[config.mk]
export PLATFORM = sky130hd
export DESIGN_NAME = serial_demux_deser_flat
export DESIGN_NICKNAME = d
export VERILOG_FILES = /design/src/rtl/serial_demux_deser_pkg.sv /design/src/rtl/serial_demux_deser_if.sv /design/src/rtl/serial_slot_counter.sv /design/src/rtl/serial_demux_deser.sv /design/src/flat_wrapper.sv
export SDC_FILE = /design/constraint.sdc
export NUM_CORES = 1
export LEC_CHECK = 0
export ABC_AREA = 1
export ABC_CLOCK_PERIOD_IN_PS = 2200
export BUFFER_PORTS_ARGS = -buffer_cell sky130_fd_sc_hd__buf_4
export CAP_MARGIN = 10
export CORE_MARGIN = 8
export CORE_UTILIZATION = 58
export CTS_CLUSTER_SIZE = 12
export DETAILED_ROUTE_END_ITERATION = 7
export PLACE_DENSITY = 0.82
export SLEW_MARGIN = 20
export SYNTH_ARGS = -nofsm -noshare
export SYNTH_HDL_FRONTEND = slang
export SYNTH_SLANG_ARGS = --single-unit
[constraint.sdc]
create_clock -name clk -period 2.2 [get_ports clk]
set_input_delay 0.44 -clock clk [delete_from_list [all_inputs] [get_ports clk]]
set_output_delay 0.44 -clock clk [all_outputs]
set_load 0.02 [all_outputs]
[src/rtl/serial_demux_deser_pkg.sv]
// Shared helpers for the serial mux/demux family:
// select-width sizing and slot-order mapping.
package serial_demux_deser_pkg;

   function automatic int clog2_f(input int v);
      int r;
      r = 1;
      for (int i = 1; i < 31; i++)
         if ((1 << i) < v) r = i + 1;
      return r;
   endfunction

   function automatic int slot_idx(
      input int sel,
      input int width,
      input bit msb_first
   );
      return msb_first ? width - 1 - sel : sel;
   endfunction

endpackage

[src/rtl/serial_demux_deser_if.sv]
// Serial input side and parallel output side of the
// demux, bundled for the source and the deserializer.
interface serial_demux_deser_if
   import serial_demux_deser_pkg::*;
#(
   parameter int WIDTH = 8
);
   localparam int SEL_W = clog2_f(WIDTH);

   logic             din;
   logic             din_valid;
   logic             sync;
   logic [WIDTH-1:0] dout;
   logic             dout_valid;
   logic [SEL_W-1:0] sel;
   logic             busy;

   modport master (
      output din, din_valid, sync,
      input  dout, dout_valid, sel, busy
   );

   modport slave (
      input  din, din_valid, sync,
      output dout, dout_valid, sel, busy
   );
endinterface

[src/rtl/serial_slot_counter.sv]
// Modulo-WIDTH slot counter with enable, sync clear
// (sync with enable restarts at slot 1) and last flag.
module serial_slot_counter
   import serial_demux_deser_pkg::*;
#(
   parameter int WIDTH = 8,
   localparam int SEL_W = clog2_f(WIDTH)
) (
   input  logic             clk,
   input  logic             rst_n,
   input  logic             i_en,
   input  logic             i_clr,
   output logic [SEL_W-1:0] o_sel,
   output logic             o_last,
   output logic             o_busy
);
   localparam logic [SEL_W-1:0] LAST = SEL_W'(WIDTH - 1);

   logic [SEL_W-1:0] r_sel;
   logic             r_busy;
   logic [SEL_W-1:0] w_nxt;

   assign o_sel  = r_sel;
   assign o_busy = r_busy;
   assign o_last = (r_sel == LAST);

   always_comb begin
      w_nxt = r_sel;
      if (i_clr)
         w_nxt = i_en ? SEL_W'(1) : '0;
      else if (i_en)
         w_nxt = o_last ? '0 : r_sel + SEL_W'(1);
   end

   always_ff @(posedge clk or negedge rst_n) begin
      if (!rst_n) begin
         r_sel  <= '0;
         r_busy <= 1'b0;
      end else begin
         r_sel  <= w_nxt;
         r_busy <= (w_nxt != '0);
      end
   end
endmodule

[src/rtl/serial_demux_deser.sv]
// Serial-to-parallel demux: steers each valid bit into
// the slot chosen by the counter, emits completed words.
module serial_demux_deser
   import serial_demux_deser_pkg::*;
#(
   parameter int WIDTH     = 8,
   parameter int MSB_FIRST = 1
) (
   input  logic                clk,
   input  logic                rst_n,
   serial_demux_deser_if.slave bus
);
   localparam int SEL_W = clog2_f(WIDTH);
   localparam bit MSBF  = (MSB_FIRST != 0);
   localparam logic [WIDTH-1:0] ONE = WIDTH'(1);
   localparam logic [WIDTH-1:0] SLOT0 =
      ONE << slot_idx(0, WIDTH, MSBF);

   logic [SEL_W-1:0] w_sel;
   logic             w_last;
   logic             w_busy;
   logic [SEL_W-1:0] w_idx;
   logic [WIDTH-1:0] w_mask;
   logic [WIDTH-1:0] w_merge;

   logic [WIDTH-1:0] r_shadow;
   logic [WIDTH-1:0] r_dout;
   logic             r_dv;

   serial_slot_counter #(.WIDTH(WIDTH)) u_cnt (
      .clk    (clk),
      .rst_n  (rst_n),
      .i_en   (bus.din_valid),
      .i_clr  (bus.sync),
      .o_sel  (w_sel),
      .o_last (w_last),
      .o_busy (w_busy)
   );

   assign w_idx  = SEL_W'(slot_idx(int'(w_sel), WIDTH, MSBF));
   assign w_mask = ONE << w_idx;
   // Merge the live bit so the last slot needs no extra cycle.
   assign w_merge = (r_shadow & ~w_mask)
                  | ({WIDTH{bus.din}} & w_mask);

   always_ff @(posedge clk or negedge rst_n) begin
      if (!rst_n) begin
         r_shadow <= '0;
         r_dout   <= '0;
         r_dv     <= 1'b0;
      end else begin
         r_dv <= 1'b0;
         if (bus.sync) begin
            r_shadow <= (bus.din_valid && bus.din)
                      ? SLOT0 : '0;
         end else if (bus.din_valid) begin
            if (w_last) begin
               r_dout   <= w_merge;
               r_dv     <= 1'b1;
               r_shadow <= '0;
            end else begin
               r_shadow <= w_merge;
            end
         end
      end
   end

   assign bus.dout       = r_dout;
   assign bus.dout_valid = r_dv;
   assign bus.sel        = w_sel;
   assign bus.busy       = w_busy;
endmodule

[src/flat_wrapper.sv]
// flat-port wrapper written by rule: the top's interface ports become plain ports
module serial_demux_deser_flat import serial_demux_deser_pkg::*;
#(
   parameter int WIDTH     = 8,
   parameter int MSB_FIRST = 1
)
  (clk, rst_n, bus_din, bus_din_valid, bus_sync, bus_dout, bus_dout_valid, bus_sel, bus_busy);
  serial_demux_deser_if #(.WIDTH(WIDTH)) bus_i ();
  input  logic clk;
  input  logic rst_n;
  input wire logic [$bits(bus_i.din)-1:0] bus_din;
  input wire logic [$bits(bus_i.din_valid)-1:0] bus_din_valid;
  input wire logic [$bits(bus_i.sync)-1:0] bus_sync;
  output wire logic [$bits(bus_i.dout)-1:0] bus_dout;
  output wire logic [$bits(bus_i.dout_valid)-1:0] bus_dout_valid;
  output wire logic [$bits(bus_i.sel)-1:0] bus_sel;
  output wire logic [$bits(bus_i.busy)-1:0] bus_busy;
  assign bus_i.din = bus_din;
  assign bus_i.din_valid = bus_din_valid;
  assign bus_i.sync = bus_sync;
  assign bus_dout = bus_i.dout;
  assign bus_dout_valid = bus_i.dout_valid;
  assign bus_sel = bus_i.sel;
  assign bus_busy = bus_i.busy;
  serial_demux_deser #(.WIDTH(WIDTH), .MSB_FIRST(MSB_FIRST)) u_core (.clk(clk), .rst_n(rst_n), .bus(bus_i));
endmodule
# After elaboration in Yosys (flattened, before gate mapping)
# Cells that the tools add are included.
# op_classes
n_bitwise,5
muxes,11
n_eq_ne,1
add_sub_neg,2
reduce_logical,4
shifts,1
# ops
cell,n
8-bit 2-to-1 mux,4
8-bit bitwise AND,2
3-bit 2-to-1 mux,3
8-bit inverter,1
8-bit bitwise OR,1
1-bit by 3-bit left shift with 8-bit output (first input constant),1
1-bit 2-to-1 mux,4
3-bit by 1-bit adder with 3-bit output (second input constant),1
3-bit equality test (second input constant),1
3-bit AND reduction,1
3-bit nonzero test,1
3-bit subtractor (first input constant),1
2-bit nonzero test,1
1-bit logical AND,1
1-bit inverter,1
# totals
wordCells,29
output_inout_bits,13
reg_bits,21

# Longest topological paths before layout
# Gate-level depths: netlist of the first run.
# depth
ltp_word,8
depth_mapped,8
mapped_depth_nobuf,8

# Hierarchy
# A second synthesis of the first run with hierarchy kept.
# hier_totals
cells_unflattened,122
area_unflattened_um2,1003.5
# modules_own_cells
module,area_per_inst_um2,n_inst,cells_each
serial_demux_deser,774.5,1,92
serial_slot_counter,229.0,1,30

# Worst setup path before layout of the first run
# No wires, ideal clock.
# synth_path
path_type,register to register
from,"register u_core.u_cnt.r_sel[0], in the netlist u_core.u_cnt.o_sel[0]"
to,"register u_core.u_cnt.r_busy, in the netlist u_core.u_cnt.o_busy"
arrival_ns,1.327
n_path_buf,0
stages_incl_launch_ff,6
setup_slack_ns,0.741
setup_time_ns,0.132
synth_period_minus_slack_ns,1.459
path_cell_list,dfrtp_1 ha_1 ha_1 nor2_1 o21ai_0 nand3_1
# synth_via
elab_chain_len,5
elab_cells_between_ends,6
cone_classes,add/sub (1); eq/ne (1); mux (3); reduce/logical (1)
# synth_rtl
element,line_no,text
start: declaration,serial_slot_counter.sv:19,logic [SEL_W-1:0] r_sel;
start signal: assignment,serial_slot_counter.sv:40,r_sel <= w_nxt;
3-bit by 1-bit adder with 3-bit output or 3-bit equality test (tied branches),"serial_slot_counter.sv:32, serial_slot_counter.sv:25",
3-bit 2-to-1 mux,serial_slot_counter.sv:32,w_nxt = o_last ? '0 : r_sel + SEL_W'(1);
3-bit 2-to-1 mux *,serial_slot_counter.sv:31,else if (i_en)
3-bit 2-to-1 mux *,serial_slot_counter.sv:29,if (i_clr)
3-bit nonzero test *,serial_slot_counter.sv:41,r_busy <= (w_nxt != '0);
end signal: assignment,serial_slot_counter.sv:41,
end: declaration,serial_slot_counter.sv:20,logic r_busy;
# Mark *: on every way between the ends. The rest lies on a longest branch, timed or not.
# A chain may end at the register's enable or synchronous reset.

# Worst setup path in the final report of the first run
# Ends and elaborated chain as after synthesis.

==> results.json, run 1 <==
{
  "status": "finished, final reports clean",
  "finalSetupViolCount": 0,
  "timing.hold.ws_ns": 0.434,
  "overflow": 0,
  "layout-drive-gt1-share_pct": 23.6,
  "route.detailed.drc": 0,
  "r2r_end": "u_core.u_cnt.o_busy",
  "clock_path_buffers": 2,
  "die-area_um2": 3430,
  "grt_max_degree": 22,
  "ys_ff_latch": 21,
  "rsz0062_at_grt": "no",
  "hold_start": "bus_sync",
  "hold_end": "u_core.r_shadow[2]",
  "drv_cap": 0,
  "grt_usage_pct": 14.2,
  "numCtsBuffers": 3,
  "clock_sinks": 21,
  "clock.fmax_ghz": 0.669,
  "r2r_cells": 5,
  "dp_hpwl_um": 1550,
  "place_congestion": 0.907,
  "drt-pass1-iter-count": 4,
  "cp_data_arrival_time_ns": 1.69,
  "clock_latency_ns": 0.31,
  "cts_max_level": 1,
  "tightest_slew_ns": 0.322,
  "final_common_cell": "nand2_1",
  "avgSynthCellArea_um2": 8.60,
  "core_area_um2": 1710,
  "cts-resized-gates": 0,
  "final_util_pct": 73.0,
  "hold_class": "in2reg",
  "hold_buffers": 1,
  "start_util_pct": 61.5,
  "clk_pin_slew_ns": 0.11,
  "syn2layout_area_growth_pct": 18.7,
  "finalSetupTns_ns": 0,
  "ys_seq_area_share_pct": 50.1,
  "worst_slack_ns": 0.705,
  "slew_violations": 0,
  "critical_path_class": "reg2reg",
  "die_h_um": 58.5,
  "grt_pass1_vias": 925,
  "slew_headroom_pct": 78.3,
  "syn-num-nets": 133,
  "holdPathStages": 4,
  "antenna_found_initial": 0,
  "required_ns": 2.40,
  "grt_pass1_wl_um": 3820,
  "netlist_area_um2": 1050,
  "cp-startpoint": "u_core.u_cnt.o_sel[0]",
  "routed_wl_um": 2000,
  "power-per-cell-area_nw_per_um2": 613,
  "cts_setup_buffers": 0,
  "p_total_uw": 763,
  "cts_root_buf": "clkbuf_4",
  "nets": 156,
  "worst-path-max-fanout": 5,
  "critPathCaptureType": "flip-flop",
  "ir_drop_mv": 0.419,
  "period_minus_slack_ns": 1.49,
  "cp-start-kind": "flip-flop",
  "finalCritPeriodShare_pct": 68.0,
  "nFillCells": 141,
  "drtIter0Drc": 16,
  "avgRoutedWirePerCell_um": 11.8,
  "fin_skew_ns": 0.00163,
  "ant_nets": 0,
  "pin_count": 18,
  "syn_inst": 122,
  "final_cell_mix": "45 x nand2_1, 21 x dfrtp_1, 17 x buf_4",
  "p_leak_nw": 0.691,
  "reg2reg_from": "u_core.u_cnt.o_sel[0]",
  "viasPerCell": 4.86,
  "insertedDiodeCount": 0,
  "yosysWarnings": 0,
  "via_count": 821,
  "report.final.hold_viol_count": 0,
  "pre_cts_slack_ns": 0.729,
  "tritoncts": "done",
  "r2r_slack_ns": 0.71,
  "synthDistinctLibCells": 18,
  "die_w_um": 58.5,
  "portBuffers": 17,
  "rows": 15
}
## logic make-up after synthesis
group / after synthesis / synth area share [%]
simple gates: 59 / 25.5
flops: 21 / 50.1
compound gates: 18 / 10.6
buf+inv: 18 / 6.67
fa+ha+maj: 6 / 7.15
## power by group
group	total, mW	leakage, nW	internal [mW]	switching, mW
registers	0.424	0.279	0.409	0.0158
clock network	0.185	0.0177	0.0680	0.117
logic	0.154	0.395	0.0587	0.0951
total	0.763	0.691	0.535	0.228
## layout make-up
type                            instances  area, um2  share of cell area, %
Timing Repair Buffer                   18        138                   11.0
Sequential cell                        21        526                   42.2
Clock buffer                            3       22.5                   1.81
Tap cell                               25       31.3                   2.51
Multi-Input combinational cell         83        454                   36.4
Clock inverter                          1       5.00                  0.402
Inverter                               18       70.1                   5.62
## per-layer routing
metal	vias up	track usage [%]	share of wire, %
met4	0	7.34	2.1
met1	372	16.1	47
met3	5	4.57	6.5
met5	-	0	0
li1	425	-	-
met2	19	23.1	44
## stage by stage
| stage | area, um2 | std cells |
|---|---|---|
| 2_1_floorplan | 1050 | 122 |
| 3_3_place_gp | 1210 | 164 |
| 3_5_place_dp | 1210 | 164 |
| 4_1_cts | 1250 | 169 |
| 5_1_grt | 1250 | 169 |
| 6_report | 1250 | 169 |
## critical path, stage by stage, from the launching register on
cell	delay (ns)
dfrtp_1	0.45
ha_1	0.24
ha_1	0.28
nor2_1	0.08
o21ai_0	0.24
nand3_1	0.10
## how the worst max path moves through the flow
stage | to | slack [ns] | cells after the start
after floorplan | u_core.u_cnt.o_busy | 0.74 | 5
after global routing | u_core.u_cnt.o_busy | 0.54 | 5
final | u_core.u_cnt.o_busy | 0.71 | 5
after global placement | u_core.u_cnt.o_busy | 0.83 | 5
after CTS | u_core.u_cnt.o_busy | 0.70 | 5
after detailed placement | u_core.u_cnt.o_busy | 0.73 | 5
## sequential cells by signal (all words and copies together) (netlist names)
name	flops
u_core.u_cnt.o_busy	1
u_core.bus.dout_valid	1
u_core.bus.dout	8
u_core.u_cnt.o_sel	3
u_core.r_shadow	8
## cell usage after synthesis
master	count	share of area, %
o21ai_2	2	1.7
inv_2	3	1.1
nand2_2	1	0.60
dfrtp_1	21	50
nand2_4	1	1.1
a21oi_1	2	0.95
ha_1	6	7.2
nor2_4	2	2.1
inv_1	14	5.0
nand2_1	45	16
o21ai_0	10	4.8
nor2_8	1	1.9
inv_4	1	0.60
nand3_1	4	1.9
a31oi_2	1	1.2
a21oi_2	1	0.83
o22ai_1	2	1.2
nor2_1	5	1.8
No activity file was read; power rests on OpenSTA's default activity.
==> run 2: changes to the inputs <==
- ABC_CLOCK_PERIOD_IN_PS: 2200 -> 1210
- CORE_UTILIZATION: 58 -> 48
- PLACE_DENSITY: 0.82 -> 0.73
- clock period: 2.2 -> 1.21 ns (I/O delays scaled with it)
==> results.json, run 2 (synthesized netlist as in run 1, its figures left out) <==
{
  "r2r_slack_ns": -0.08,
  "ir_drop_mv": 0.625,
  "final_common_cell": "nand2_1",
  "report.final.hold_viol_count": 0,
  "rows": 17,
  "period_minus_slack_ns": 1.29,
  "crit_top_cell": "buf_4",
  "endpoint": "bus_sel[1]",
  "cp_data_arrival_time_ns": 1.05,
  "cts_max_level": 1,
  "drt-pass1-iter-count": 4,
  "slew_headroom_pct": 82.6,
  "die_h_um": 62.8,
  "layout-drive-gt1-share_pct": 40.0,
  "cp_slowest_cell": "dfrtp_2",
  "finalSetupViolCount": 17,
  "tritoncts": "done",
  "critPathCaptureType": "primary output",
  "clock.fmax_ghz": 0.773,
  "dp_hpwl_um": 1640,
  "slowest_delay_ns": 0.46,
  "cp.buffers_inverters": 2,
  "die-area_um2": 3940,
  "drtIter0Drc": 29,
  "fin_skew_ns": 0.00446,
  "start_util_pct": 48.9,
  "avgRoutedWirePerCell_um": 12.7,
  "grt_pass1_vias": 880,
  "routed_wl_um": 2270,
  "status": "finished, violations left",
  "final_util_pct": 64.6,
  "hold_class": "in2reg",
  "final_cell_mix": "45 x nand2_1, 21 x buf_4, 18 x dfrtp_1",
  "nFillCells": 171,
  "syn2layout_area_growth_pct": 32.3,
  "pin_count": 18,
  "insertedDiodeCount": 0,
  "overflow": 0,
  "path_cells": "buf_4, buf_4",
  "slew_violations": 0,
  "finalCritPeriodShare_pct": 107,
  "p_total_mw": 1.47,
  "nets": 162,
  "worst_slack_ns": -0.0836,
  "critical_path_cell_count": 2,
  "via_count": 866,
  "viasPerCell": 4.87,
  "place_congestion": 0.786,
  "worst-path-max-fanout": 4,
  "required_ns": 0.97,
  "cp-start-kind": "flip-flop",
  "reg2reg_from": "u_core.u_cnt.o_sel[0]",
  "core_area_um2": 2150,
  "cp-startpoint": "u_core.u_cnt.o_sel[1]",
  "antenna_found_initial": 0,
  "route.detailed.drc": 0,
  "p_leak_nw": 0.721,
  "clock_latency_ns": 0.30,
  "drv_cap": 0,
  "rsz0062_at_grt": "yes",
  "finalSetupTns_ns": -0.633,
  "clk_pin_slew_ns": 0.12,
  "violations": "negative setup slack",
  "power-per-cell-area_nw_per_um2": 1060,
  "clock_sinks": 21,
  "ant_nets": 0,
  "grt_usage_pct": 12.4,
  "timing.hold.ws_ns": 0.246,
  "die_w_um": 62.8,
  "grt_max_degree": 22,
  "r2r_cells": 5,
  "path_delay_family": "flip-flops",
  "numCtsBuffers": 3,
  "portBuffers": 17,
  "tightest_slew_ns": 0.261,
  "critical_path_class": "reg2out",
  "r2r_end": "u_core.r_shadow[6]",
  "clock_path_buffers": 2,
  "grt_pass1_wl_um": 4000,
  "cts_root_buf": "clkbuf_4"
}
-- run 2: cell count changes in the layout (fill, tap and decap cells not counted), sizes merged --
cell	change
buf	+6
-- run 2: how the worst min path moves through the flow --
stage                     depth (start not counted)            endpoint     startpoint  slack (ns)
after CTS                                         4  u_core.r_shadow[7]  bus_din_valid        0.24
after detailed placement                          1  u_core.bus.dout[6]          rst_n        0.14
after global placement                            1  u_core.bus.dout[6]          rst_n        0.14
after floorplan                                   0  u_core.bus.dout[0]          rst_n       -0.05
after global routing                              4  u_core.r_shadow[7]       bus_sync        0.26
final                                             4  u_core.r_shadow[7]       bus_sync        0.25
-- run 2: tightest hold or removal path: stages --
cell	delay (ns)
buf_4	0.12
a21oi_1	0.07
nand2_1	0.06
nand2_1	0.04
-- run 2: where the power goes --
part	total, mW	switching [mW]	internal (mW)	leakage (nW)
clock network	0.337	0.214	0.123	0.0177
registers	0.778	0.0334	0.745	0.275
logic	0.355	0.206	0.149	0.428
-- run 2: layout make-up --
type	instances	area (um2)	area share (%)
clock buffer	3	22.5	1.62
clock inverter	1	5.00	0.360
inverter	18	72.6	5.23
multi-input combinational	83	534	38.5
sequential	21	529	38.1
tap	28	35.0	2.52
timing repair buffer	24	190	13.7
-- run 2: timing repair --
item | in CTS | in global routing
cloned | 0 | 0
gates resized for setup | 14 | 10
setup endpoints to repair | 20 | 23
endpoints found under the hold margin | 21 | 0
buffers inserted | 0 | 3
hold buffers | 1 | 0
pin swaps | 8 | 3
-- run 2: per-layer routing --
layer	GRT usage [%]	part of all wire, %	vias up	wire (um)
met5	0	0	-	0
met4	5.13	1.6	0	36
met3	3.41	5.0	5	113
met2	20.2	46	23	1050
met1	15.1	47	401	1070
li1	-	-	437	-
-- run 2: per-stage QoR --
step / setup WS [ns] / cell area [um2] / std cells
after global placement: -0.0432 / 1270 / 170
after floorplan: -0.0642 / 1080 / 122
after detailed placement: -0.0687 / 1270 / 170
after CTS: -0.0895 / 1340 / 175
after global routing: -0.127 / 1390 / 178
final: -0.0836 / 1390 / 178
